[src/rtl/mult_div_32_pkg.sv]
// Shared definitions for the iterative multiply/divide unit.
//   - MIPS func codes for the HI/LO instruction group
//   - MDU op encodings (equal to func[1:0] of the MULT/DIV group)
//   - FSM state encodings
package mult_div_32_pkg;

    localparam int MDU_WIDTH = 32;

    localparam logic [5:0] FUNC_MFHI  = 6'b010000;
    localparam logic [5:0] FUNC_MTHI  = 6'b010001;
    localparam logic [5:0] FUNC_MFLO  = 6'b010010;
    localparam logic [5:0] FUNC_MTLO  = 6'b010011;
    localparam logic [5:0] FUNC_MULT  = 6'b011000;
    localparam logic [5:0] FUNC_MULTU = 6'b011001;
    localparam logic [5:0] FUNC_DIV   = 6'b011010;
    localparam logic [5:0] FUNC_DIVU  = 6'b011011;

    typedef enum logic [1:0] {
        OP_MULT  = 2'b00,
        OP_MULTU = 2'b01,
        OP_DIV   = 2'b10,
        OP_DIVU  = 2'b11
    } mdu_op_e;

    typedef enum logic [1:0] {
        ST_IDLE = 2'b00,
        ST_RUN  = 2'b01,
        ST_FIX  = 2'b10
    } mdu_state_e;

endpackage

[src/rtl/mdu_sign_adj.sv]
// Combinational conditional negate. Used both as an absolute-value stage
// (neg = signed_op & msb) at operand latch and as the final sign correction.
// Ports:
//   val_in   in   W   value to adjust
//   neg      in   1   1: output two's-complement negation, 0: pass through
//   val_out  out  W   adjusted value
module mdu_sign_adj #(
    parameter int W = 32
) (
    input  logic [W-1:0] val_in,
    input  logic         neg,
    output logic [W-1:0] val_out
);

    assign val_out = neg ? -val_in : val_in;

endmodule

[src/rtl/mult_div_32.sv]
// Iterative 32-bit multiply/divide unit with HI/LO registers.
// One shift-add (multiply) or restoring shift-subtract (divide) step per cycle
// on magnitudes; signs are reapplied in a final FIX cycle.
// Ports:
//   clk, rst_n       clock, async active-low reset
//   start, op        launch MULT/MULTU/DIV/DIVU (sampled in IDLE only)
//   src_a, src_b     rs / rt operands
//   hi_we, lo_we     MTHI / MTLO (write src_a, IDLE only, start has priority)
//   hi, lo           HI / LO registers
//   busy             op in flight, stall the pipeline
//   done             one-cycle pulse when HI/LO receive an op result
//
// state | meaning
// IDLE  | waiting for start; MTHI/MTLO accepted
// RUN   | WIDTH iteration steps, counter 0..WIDTH-1
// FIX   | sign correction, HI/LO written, done pulse
module mult_div_32
    import mult_div_32_pkg::*;
#(
    parameter int WIDTH = MDU_WIDTH
) (
    input  logic             clk,
    input  logic             rst_n,
    input  logic             start,
    input  logic [1:0]       op,
    input  logic [WIDTH-1:0] src_a,
    input  logic [WIDTH-1:0] src_b,
    input  logic             hi_we,
    input  logic             lo_we,
    output logic [WIDTH-1:0] hi,
    output logic [WIDTH-1:0] lo,
    output logic             busy,
    output logic             done
);

    localparam int CW = $clog2(WIDTH);

    mdu_state_e         state_q, state_d;
    logic [CW-1:0]      cnt_q, cnt_d;
    logic [2*WIDTH-1:0] acc_q, acc_d;
    logic [WIDTH-1:0]   b_q, b_d;
    logic               div_q, div_d;
    logic               neg_res_q, neg_res_d;
    logic               neg_rem_q, neg_rem_d;
    logic [WIDTH-1:0]   hi_q, hi_d;
    logic [WIDTH-1:0]   lo_q, lo_d;
    logic               busy_q, busy_d;
    logic               done_q, done_d;

    logic               op_signed, op_div;
    logic               a_neg, b_neg;
    logic [WIDTH-1:0]   a_abs, b_abs;
    logic [WIDTH:0]     mul_sum;
    logic [WIDTH:0]     div_diff;
    logic [2*WIDTH-1:0] prod_adj;
    logic [WIDTH-1:0]   quo_adj, rem_adj;

    assign op_signed = (op == OP_MULT) || (op == OP_DIV);
    assign op_div    = (op == OP_DIV)  || (op == OP_DIVU);
    assign a_neg     = op_signed & src_a[WIDTH-1];
    assign b_neg     = op_signed & src_b[WIDTH-1];

    mdu_sign_adj #(.W(WIDTH)) u_abs_a (.val_in(src_a), .neg(a_neg), .val_out(a_abs));
    mdu_sign_adj #(.W(WIDTH)) u_abs_b (.val_in(src_b), .neg(b_neg), .val_out(b_abs));

    // Multiply: acc = {partial product, remaining multiplier bits}, shifted right.
    assign mul_sum  = {1'b0, acc_q[2*WIDTH-1:WIDTH]} + (acc_q[0] ? {1'b0, b_q} : '0);
    // Divide: acc = {remainder, dividend/quotient}; candidate remainder is the
    // top WIDTH+1 bits after a left shift, so the MSB of the difference is the borrow.
    assign div_diff = acc_q[2*WIDTH-1:WIDTH-1] - {1'b0, b_q};

    // Divide by zero keeps the raw all-ones quotient; the remainder then equals
    // |src_a| and the dividend-sign correction restores src_a exactly.
    mdu_sign_adj #(.W(2*WIDTH)) u_fix_prod (
        .val_in(acc_q), .neg(neg_res_q), .val_out(prod_adj));
    mdu_sign_adj #(.W(WIDTH)) u_fix_quo (
        .val_in(acc_q[WIDTH-1:0]), .neg(neg_res_q & (b_q != '0)), .val_out(quo_adj));
    mdu_sign_adj #(.W(WIDTH)) u_fix_rem (
        .val_in(acc_q[2*WIDTH-1:WIDTH]), .neg(neg_rem_q), .val_out(rem_adj));

    always_comb begin
        state_d   = state_q;
        cnt_d     = cnt_q;
        acc_d     = acc_q;
        b_d       = b_q;
        div_d     = div_q;
        neg_res_d = neg_res_q;
        neg_rem_d = neg_rem_q;
        hi_d      = hi_q;
        lo_d      = lo_q;
        busy_d    = busy_q;
        done_d    = 1'b0;
        case (state_q)
            ST_IDLE: begin
                if (start) begin
                    acc_d     = {{WIDTH{1'b0}}, a_abs};
                    b_d       = b_abs;
                    div_d     = op_div;
                    neg_res_d = a_neg ^ b_neg;
                    neg_rem_d = a_neg;
                    cnt_d     = '0;
                    busy_d    = 1'b1;
                    state_d   = ST_RUN;
                end else begin
                    if (hi_we) hi_d = src_a;
                    if (lo_we) lo_d = src_a;
                end
            end
            ST_RUN: begin
                if (div_q) begin
                    if (!div_diff[WIDTH])
                        acc_d = {div_diff[WIDTH-1:0], acc_q[WIDTH-2:0], 1'b1};
                    else
                        acc_d = {acc_q[2*WIDTH-2:0], 1'b0};
                end else begin
                    acc_d = {mul_sum, acc_q[WIDTH-1:1]};
                end
                cnt_d = cnt_q + CW'(1);
                if (cnt_q == CW'(WIDTH-1))
                    state_d = ST_FIX;
            end
            ST_FIX: begin
                if (div_q) begin
                    hi_d = rem_adj;
                    lo_d = quo_adj;
                end else begin
                    {hi_d, lo_d} = prod_adj;
                end
                done_d  = 1'b1;
                busy_d  = 1'b0;
                state_d = ST_IDLE;
            end
            default: begin
                busy_d  = 1'b0;
                state_d = ST_IDLE;
            end
        endcase
    end

    always_ff @(posedge clk or negedge rst_n) begin
        if (!rst_n) begin
            state_q   <= ST_IDLE;
            cnt_q     <= '0;
            acc_q     <= '0;
            b_q       <= '0;
            div_q     <= 1'b0;
            neg_res_q <= 1'b0;
            neg_rem_q <= 1'b0;
            hi_q      <= '0;
            lo_q      <= '0;
            busy_q    <= 1'b0;
            done_q    <= 1'b0;
        end else begin
            state_q   <= state_d;
            cnt_q     <= cnt_d;
            acc_q     <= acc_d;
            b_q       <= b_d;
            div_q     <= div_d;
            neg_res_q <= neg_res_d;
            neg_rem_q <= neg_rem_d;
            hi_q      <= hi_d;
            lo_q      <= lo_d;
            busy_q    <= busy_d;
            done_q    <= done_d;
        end
    end

    assign hi   = hi_q;
    assign lo   = lo_q;
    assign busy = busy_q;
    assign done = done_q;

endmodule

[config.mk]
export PLATFORM = sky130hd
export DESIGN_NAME = mult_div_32
export DESIGN_NICKNAME = d
export VERILOG_FILES = /design/src/rtl/mult_div_32_pkg.sv /design/src/rtl/mdu_sign_adj.sv /design/src/rtl/mult_div_32.sv
export SDC_FILE = /design/constraint.sdc
export NUM_CORES = 1
export LEC_CHECK = 0
export BUFFER_PORTS_ARGS = -buffer_cell sky130_fd_sc_hd__buf_2
export CAP_MARGIN = 20
export CELL_PAD_IN_SITES_DETAIL_PLACEMENT = 1
export CELL_PAD_IN_SITES_GLOBAL_PLACEMENT = 2
export CORE_MARGIN = 5
export CORE_UTILIZATION = 30
export DETAILED_ROUTE_END_ITERATION = 10
export HOLD_SLACK_MARGIN = 0.15
export PLACE_DENSITY_LB_ADDON = 0.1
export RECOVER_POWER = 50
export SKIP_CTS_REPAIR_TIMING = 1
export SYNTH_ARGS = -nofsm -noshare
export SYNTH_HDL_FRONTEND = slang
export SYNTH_HIERARCHICAL = 1
export SYNTH_SLANG_ARGS = --single-unit
[constraint.sdc]
create_clock -name clk -period 4.85 [get_ports clk]
set_input_delay 0.485 -clock clk [delete_from_list [all_inputs] [get_ports clk]]
set_output_delay 0.485 -clock clk [all_outputs]
set_load 0.005 [all_outputs]
---- After elaboration in Yosys (flattened, before gate mapping) ----
Index checks and enable logic that the tools add are counted.
word-level totals
  input bits .............................. 71
  register bits after elaboration ......... 172
  output and inout bits ................... 66
operators by class
  equality and inequality tests ........... 10
  reductions and logical operators ........ 13
  multiplexer cells ....................... 26
  bitwise operators ....................... 5
  $add $sub $neg .......................... 8
operators by type and width
  cell                                                              count
  32-bit 2-to-1 mux                                                 11
  64-bit 2-to-1 mux                                                 4
  32-bit negator                                                    4
  32-bit case mux with 2 select lines                               2
  64-bit case mux with 2 select lines                               1
  64-bit negator                                                    1
  32-bit by 32-bit adder with 33-bit output                         1
  33-bit by 32-bit subtractor with 33-bit output                    1
  32-bit nonzero test                                               1
  2-bit inequality test (second input constant)                     5
  5-bit case mux with 2 select lines                                1
  2-bit AND reduction                                               4
  2-bit == test (second input constant)                             3
  3-bit AND reduction                                               2
  5-bit by 1-bit adder with 5-bit output (second input constant)    1
  5-bit == test (second input constant)                             1
  5-bit 2-to-1 mux                                                  1
  2-bit logical NOT                                                 2
  2-bit 2-to-1 mux                                                  2
  2-bit case mux with 2 select lines                                1
  2-bit nonzero test                                                2
  1-bit bitwise AND                                                 3
  2-bit by 1-bit == test with 1-bit output (second input constant)  1
  1-bit logical OR                                                  2
  other kinds (4)                                                   5

---- Depth between registers and ports, before layout ----
Gate-level depths: netlist of run 1.
  depth in word-level cells ............... 6
  depth in mapped cells ................... 15

---- Hierarchy ----
Netlist of run 1, hierarchy kept.
by module, submodules not included
  module                       cells an instance  times used  sequential area each (sq um)  area an instance (sq um)
  mult_div_32                  1428               1           4304.1                        12339.3
  mdu_sign_adj at u_abs_a ...  108                4           0.0                           767.0
  mdu_sign_adj at u_fix_prod   198                1           0.0                           1453.9

---- Worst setup path before layout of run 1 ----
Ideal clock, no wire load.
  path kind ............................... register to register
  start ................................... register acc_q[0]
  end ..................................... register acc_q[59]
  path slack .............................. 1477 ps
  stages on the path, launching flop included .. 15
  data required time ...................... 4756 ps
  data arrival time ....................... 3279 ps
  library setup time ...................... 94 ps
  cell sequence ........................... dfrtp_1 clkbuf_1 and2_1 ha_1 inv_1 fa_1 nand2b_1 a21oi_1 a2111oi_0 o31ai_1 a41o_1 a31o_2 a221o_1 xnor2_1 a211oi_1
on the way
  longest elaborated chain between the ends .. 4
ends and longest elaborated chain
  item                                       line                source
  start, declared                            mult_div_32.sv:40   logic [2*WIDTH-1:0] acc_q, acc_d;
  start signal, assigned                     mult_div_32.sv:144  acc_q <= '0;
  start signal, assigned                     mult_div_32.sv:156  acc_q <= acc_d;
  32-bit 2-to-1 mux                          mult_div_32.sv:67   assign mul_sum = {1'b0, acc_q[2*WIDTH-1:WIDTH]} + (acc_q[0] ? {1'b0, b_q} : '0);
  32-bit by 32-bit adder with 33-bit output  mult_div_32.sv:67
  64-bit 2-to-1 mux                          mult_div_32.sv:110  if (div_q) begin
  64-bit case mux with 2 select lines        mult_div_32.sv:93   case (state_q)
Every way passes these cells.
A chain may end at the register's enable or synchronous reset.

---- Worst setup path in the final report of run 1 ----
Same ends and word-level chain as after synthesis.

==> results of run 1 <==
==> worst max-delay path by stage <==
stage	start	end	slack (ns)	depth (start not counted)
finish	acc_q[0]	acc_q[59]	0.73	13
global route	acc_q[0]	acc_q[59]	0.46	13
CTS	acc_q[0]	acc_q[59]	0.75	13
detailed placement	acc_q[31]	acc_q[52]	0.78	13
global placement	acc_q[0]	acc_q[59]	0.85	13
floorplan	acc_q[0]	acc_q[59]	1.48	14
==> metal layers <==
| layer | part of all wire | routed length, um | global-route usage | vias up |
|---|---|---|---|---|
| li1 | - | - | - | 7772 |
| met1 | 0.46 | 32600 | 0.302 | 8198 |
| met2 | 0.48 | 33900 | 0.392 | 289 |
| met3 | 0.028 | 2000 | 0.0264 | 70 |
| met4 | 0.032 | 2270 | 0.0794 | 0 |
| met5 | 0 | 0 | 0 | - |
==> final cells by class <==
cell class	count	area [um2]	share of cell area
tap	748	936	0.0492
timing repair buffer	192	1090	0.0571
multi-input combinational	1691	11800	0.621
clock inverter	14	184	0.00967
clock buffer	18	439	0.0231
inverter	69	259	0.0136
sequential	172	4310	0.227
antenna	1	2.50	0.000132
==> cell families after synthesis <==
| logic type | after synthesis |
|---|---|
| and+or+nand+nor | 647 |
| adders and majority gates | 73 |
| buffers and inverters | 195 |
| muxes | 86 |
| xor gates and xnor gates | 231 |
| DFF | 172 |
| AOI/OAI and AO/OA | 654 |
==> stage by stage <==
step	worst slack, ns	hold WS, ns
3_5_place_dp	0.776	0.461
6_report	0.728	0.203
2_1_floorplan	1.48	0.189
3_3_place_gp	0.852	0.454
5_1_grt	0.464	0.190
4_1_cts	0.746	0.0328
==> worst max-delay path, delay by kind of cell, from the launching register on <==
family	cells	cell delay [ns]
and+or+nand+nor	2	0.44
DFF	1	0.66
AOI/OAI and AO/OA	7	2.31
xor gates and xnor gates	1	0.14
buffers and inverters	1	0.08
adders and majority gates	2	0.40
==> synthesized netlist by cell type (28+ instances only) <==
| library cell | instances |
|---|---|
| dfrtp_1 | 172 |
| nor2b_1 | 53 |
| clkbuf_1 | 96 |
| o21ai_0 | 148 |
| nand2b_1 | 28 |
| xnor2_1 | 209 |
| and2_1 | 38 |
| nor2_1 | 102 |
| o31ai_1 | 59 |
| o41ai_1 | 56 |
| a31oi_1 | 41 |
| a21o_1 | 84 |
| nor4_1 | 28 |
| mux2i_1 | 82 |
| inv_1 | 69 |
| nand2_1 | 226 |
| a211oi_1 | 109 |
| a21oi_1 | 70 |
| ha_1 | 71 |
==> state kept, by name, indices dropped and copies added (netlist names) <==
name	flops
acc_q	64
b_q	32
busy	1
cnt_q	5
div_q	1
done	1
hi	32
lo	32
neg_rem_q	1
neg_res_q	1
state_q	2
==> power by group through the flow <==
stage / combinational, uW / sequential, uW / clock (uW)
after floorplan: 7420 / 3070 / 0
after global placement: 10300 / 3570 / 0
after detailed placement: 10500 / 3590 / 0
after CTS: 10500 / 3560 / 1590
after global routing: 11500 / 3690 / 1640
final: 10400 / 3560 / 1540
==> results_dict.tcl, run 1 <==
set metrics [dict create \
    synth_area_leaders "dfrtp_1, xnor2_1, ha_1, nand2_1, mux2i_1" \
    wl_per_cell_um 24.4 \
    worstSkewPairLatency_ns 0.50 \
    area_growth_syn_to_layout_pct 12.8 \
    synth_mux_area_frac 0.0514 \
    port-buffer-count 136 \
    clk_pin_slew_ns 0.07 \
    synth_edf_count 0 \
    critPathCaptureType "flip-flop" \
    synth_top_family_by_area "compound AO/OA/AOI/OAI gates" \
    switching_power_uw 8080 \
    min_period_ns 4.12 \
    reg2reg_depth 13 \
    fillers 6665 \
    timing.rr.start "acc_q[0]" \
    grt_pass1_wl_mm 108 \
    finalHoldViolCount 0 \
    cts_buffers 17 \
    hold_path_depth 3 \
    synthesis.nets 2202 \
    hold-path-endpoint "div_q" \
    dpl_cell_area_um2 18400 \
    r2r_end "acc_q[59]" \
    maxSlewHeadroom -0.493 \
    layout.nets 2287 \
    die_h_um 247 \
    cp_cell_sequence "and2_1 -> ha_1 -> inv_1 -> fa_1 -> nand2b_1 -> a21oi_1 -> a2111oi_0 -> o31ai_1 -> a41o_1 -> a31o_2 -> a221o_1 -> xnor2_1 -> a211oi_1" \
    postLayoutCellArea_um2 19000 \
    fin_setup_tns_ns 0 \
    critPathSlowestCell "dfrtp_1" \
    drcViolationCount 0 \
    synthFlopType "dfrtp_1" \
    max_stage_delay_ns 0.66 \
    synth_fa_ha_area_frac 0.0551 \
    critPathKind "flip-flop to flip-flop" \
    cp.arrival_ns 4.53 \
    clk_path_buf_depth 2 \
    maxSlewViolCount 76 \
    avgViaCountPerCell 5.62 \
    dpl.hpwl_mm 54.8 \
    gp_congestion 0.890 \
    worstMarginPinSlew_ns 2.24 \
    pwr-share-seq 0.230 \
    power.share.clock 0.100 \
    worst_ep_required_time_ns 5.25 \
    die_area_um2 61000 \
    initial_utilization 0.304 \
    worstSetupStartpointType "flip-flop" \
    rows 86 \
    synthesis.instances 2058 \
    p_comb_frac 0.671 \
    htree_levels 4 \
    cts_tree "built" \
    powerDensity_nw_per_um2 814 \
    dieWidth_um 247 \
    drive_above_1_share 0.111 \
    fmax_ghz 0.243 \
    track_usage 0.230 \
    postRouteWirelength_mm 70.8 \
    outcome "finished, violations left" \
    fin_util 0.343 \
    crit_fanout 21 \
    power_uw 15500 \
    p_int_uw 7410 \
    vias 16300 \
    root_buffer "clkbuf_16" \
    finalSetupViolCount 0 \
    postRouteAntennaNets 0 \
    hold_class "input pin to flip-flop" \
    final_cells 2905 \
    clock_skew_ns 0.0128 \
    period_share 0.850 \
    yosysWarnings 6 \
    avgSynthCellArea_um2 8.19 \
    layout_commonest_cell "nand2_1" \
    dr.pass1.iters 7 \
    synth_compound_area_frac 0.271 \
    ios 137 \
    grt_max_degree 77 \
    r2r_slack_ns 0.73 \
    ys_ff_latch 172 \
    synth.top_cell.area_share 0.255 \
    antenna_found_initial 0 \
    grt_pass1_vias 17000 \
    rsz0062_at_grt "no" \
    maxCapViolCount 1 \
    switching_share 0.522 \
    worst_hold_startpoint "op[1]" \
    ir_drop_v 0.000446 \
    synthSimpleGateAreaFrac 0.200 \
    core-area_um2 55400 \
    grt_overflow_total 0 \
    synth_xor_area_frac 0.120 \
    violations "max-capacitance violations, max-slew violations" \
    cts_sinks 172 \
    drt_iter0_drc 804 \
    ys_async_sr_fraction 1.00 \
    yosys.area.top_type "dfrtp_1" \
    synth_cell_types 77 \
    layout_common_cells "nand2_1, xnor2_1, dfrtp_1" \
    dp_cells 2870 \
    seq_area_frac_synth 0.255 \
    syn_area_um2 16900 \
    power_leakage_uw 0.00757 \
]
Power figures use the tool's default switching activity.
==> inputs of run 2 (changes only) <==
- clock period: 4.85 -> 4.2 ns (I/O delays scaled with it)
==> run 2 against run 1 <==
The run still ends with max-capacitance violations, max-slew violations left. Non-clock buffer count is 31 higher. Setup slack worse by 0.42 ns. Count of clock-buffer cells in the layout fell by 1. Clock skew fell by 0.0012 ns. Hold slack lost 0.056 ns. Sequential cell count is the same.
==> results_dict.tcl, run 2 (synthesized netlist as in run 1, its figures left out) <==
set metrics [dict create \
    grt_max_degree 78 \
    final_cells 2935 \
    switching_share 0.520 \
    rows 86 \
    layout_commonest_cell "nand2_1" \
    dp_cells 2900 \
    powerDensity_nw_per_um2 943 \
    root_buffer "clkbuf_16" \
    crit_fanout 22 \
    violations "max-capacitance violations, max-slew violations" \
    fmax_ghz 0.257 \
    dr.pass1.iters 5 \
    postRouteAntennaNets 0 \
    track_usage 0.232 \
    rsz0062_at_grt "no" \
    core-area_um2 55400 \
    fillers 6597 \
    critPathCaptureType "flip-flop" \
    dpl_cell_area_um2 18600 \
    hold-path-endpoint "div_q" \
    ios 137 \
    worstSetupStartpointType "flip-flop" \
    cp.arrival_ns 4.28 \
    die_h_um 247 \
    worst_ep_required_time_ns 4.58 \
    reg2reg_depth 13 \
    p_comb_frac 0.694 \
    power.share.clock 0.098 \
    cts_buffers 17 \
    clk_path_buf_depth 2 \
    maxSlewViolCount 77 \
    postLayoutCellArea_um2 19300 \
    drive_above_1_share 0.122 \
    period_share 0.927 \
    ir_drop_v 0.000455 \
    worst_slack_ns 0.306 \
    grt_pass1_wl_mm 108 \
    die_area_um2 61000 \
    dp_slack_ns 0.198 \
    hold_class "input pin to flip-flop" \
    cts_tree "built" \
    critPathKind "flip-flop to flip-flop" \
    worstSkewPairLatency_ns 0.51 \
    layout.nets 2318 \
    htree_levels 4 \
    timing.rr.start "acc_q[0]" \
    clock_skew_ns 0.0116 \
    layout_common_cells "nand2_1, xnor2_1, dfrtp_1" \
    diodes 0 \
    outcome "finished, violations left" \
    min_period_ns 3.89 \
    maxSlewHeadroom -0.560 \
    finalSetupViolCount 0 \
    hold_path_depth 3 \
    maxCapViolCount 1 \
    finalHoldViolCount 0 \
    port-buffer-count 136 \
    p_int_uw 8710 \
    clk_pin_slew_ns 0.07 \
    dpl.hpwl_mm 55.2 \
    power_leakage_uw 0.00773 \
    r2r_slack_ns 0.31 \
    wl_per_cell_um 24.3 \
    gp_congestion 0.865 \
    antenna_found_initial 1 \
    switching_power_uw 9440 \
    top_register "acc_q" \
    area_growth_syn_to_layout_pct 14.2 \
    whs_ns 0.147 \
    avgViaCountPerCell 5.60 \
    largest_reg_flops 64 \
    r2r_end "acc_q[51]" \
    initial_utilization 0.304 \
    worst_hold_startpoint "op[1]" \
    cts_sinks 172 \
    vias 16400 \
    worstMarginPinSlew_ns 2.34 \
    grt_overflow_total 0 \
    dieWidth_um 247 \
    drcViolationCount 0 \
    fin_setup_tns_ns 0 \
    drt_iter0_drc 1045 \
    postRouteWirelength_mm 71.3 \
    pwr-share-seq 0.208 \
    grt_pass1_vias 16900 \
]
==> run 2: changes by cell type in the layout (fill, tap and decap cells not counted), moves of 2 or more <==
cell        change
buf_16          +2
buf_2           -2
buf_4          +32
buf_8           -2
clkbuf_1        +2
clkinv_2        +2
clkinvlp_4      -2
==> run 2: layout make-up <==
| type | instances | area [um2] | share of cell area |
|---|---|---|---|
| Multi-Input combinational cell | 1691 | 11800 | 0.612 |
| Timing Repair Buffer | 223 | 1340 | 0.0698 |
| Clock inverter | 15 | 188 | 0.00975 |
| Clock buffer | 17 | 425 | 0.0221 |
| Sequential cell | 172 | 4310 | 0.224 |
| Inverter | 69 | 259 | 0.0135 |
| Tap cell | 748 | 936 | 0.0486 |
==> run 2: routing by layer <==
| layer | vias up | wire length (um) | GRT usage |
|---|---|---|---|
| met5 | - | 13 | 0 |
| met4 | 2 | 2210 | 0.0776 |
| met3 | 83 | 2460 | 0.0313 |
| met2 | 328 | 33800 | 0.392 |
| met1 | 8192 | 32900 | 0.305 |
| li1 | 7839 | - | - |
==> run 2: worst max path at each step <==
stage	cells past startpoint	from	endpoint	slack [ns]
finish	13	acc_q[0]	acc_q[51]	0.31
CTS	13	acc_q[0]	acc_q[59]	0.17
floorplan	14	acc_q[0]	acc_q[59]	0.83
global placement	13	acc_q[0]	acc_q[59]	0.32
detailed placement	13	acc_q[0]	acc_q[59]	0.20
global route	13	acc_q[0]	acc_q[51]	0.04
==> run 2: critical path: stages, from the launching register on <==
cell,delay [ns]
dfrtp_1,0.75
and2_1,0.23
ha_1,0.19
inv_1,0.06
fa_1,0.38
nand2b_1,0.20
a21oi_1,0.24
a2111oi_1,0.11
o31ai_1,0.43
a41o_1,0.36
nand2_1,0.13
and3_1,0.20
o41ai_1,0.33
o21ai_0,0.13
==> run 2: power by group through the flow <==
stage	clock network [uW]	logic (uW)	registers, uW
after CTS	1840	12600	3810
after detailed placement	0	12600	3840
after global routing	1880	13900	3900
final	1780	12600	3780
after global placement	0	12400	3820
after floorplan	0	8570	3540
==> run 2: metrics by stage <==
step / util / power [uW]
after floorplan: - / 12100
after global placement: 0.336 / 16200
after detailed placement: 0.336 / 16400
after CTS: 0.347 / 18300
after global routing: 0.347 / 19700
final: 0.347 / 18100
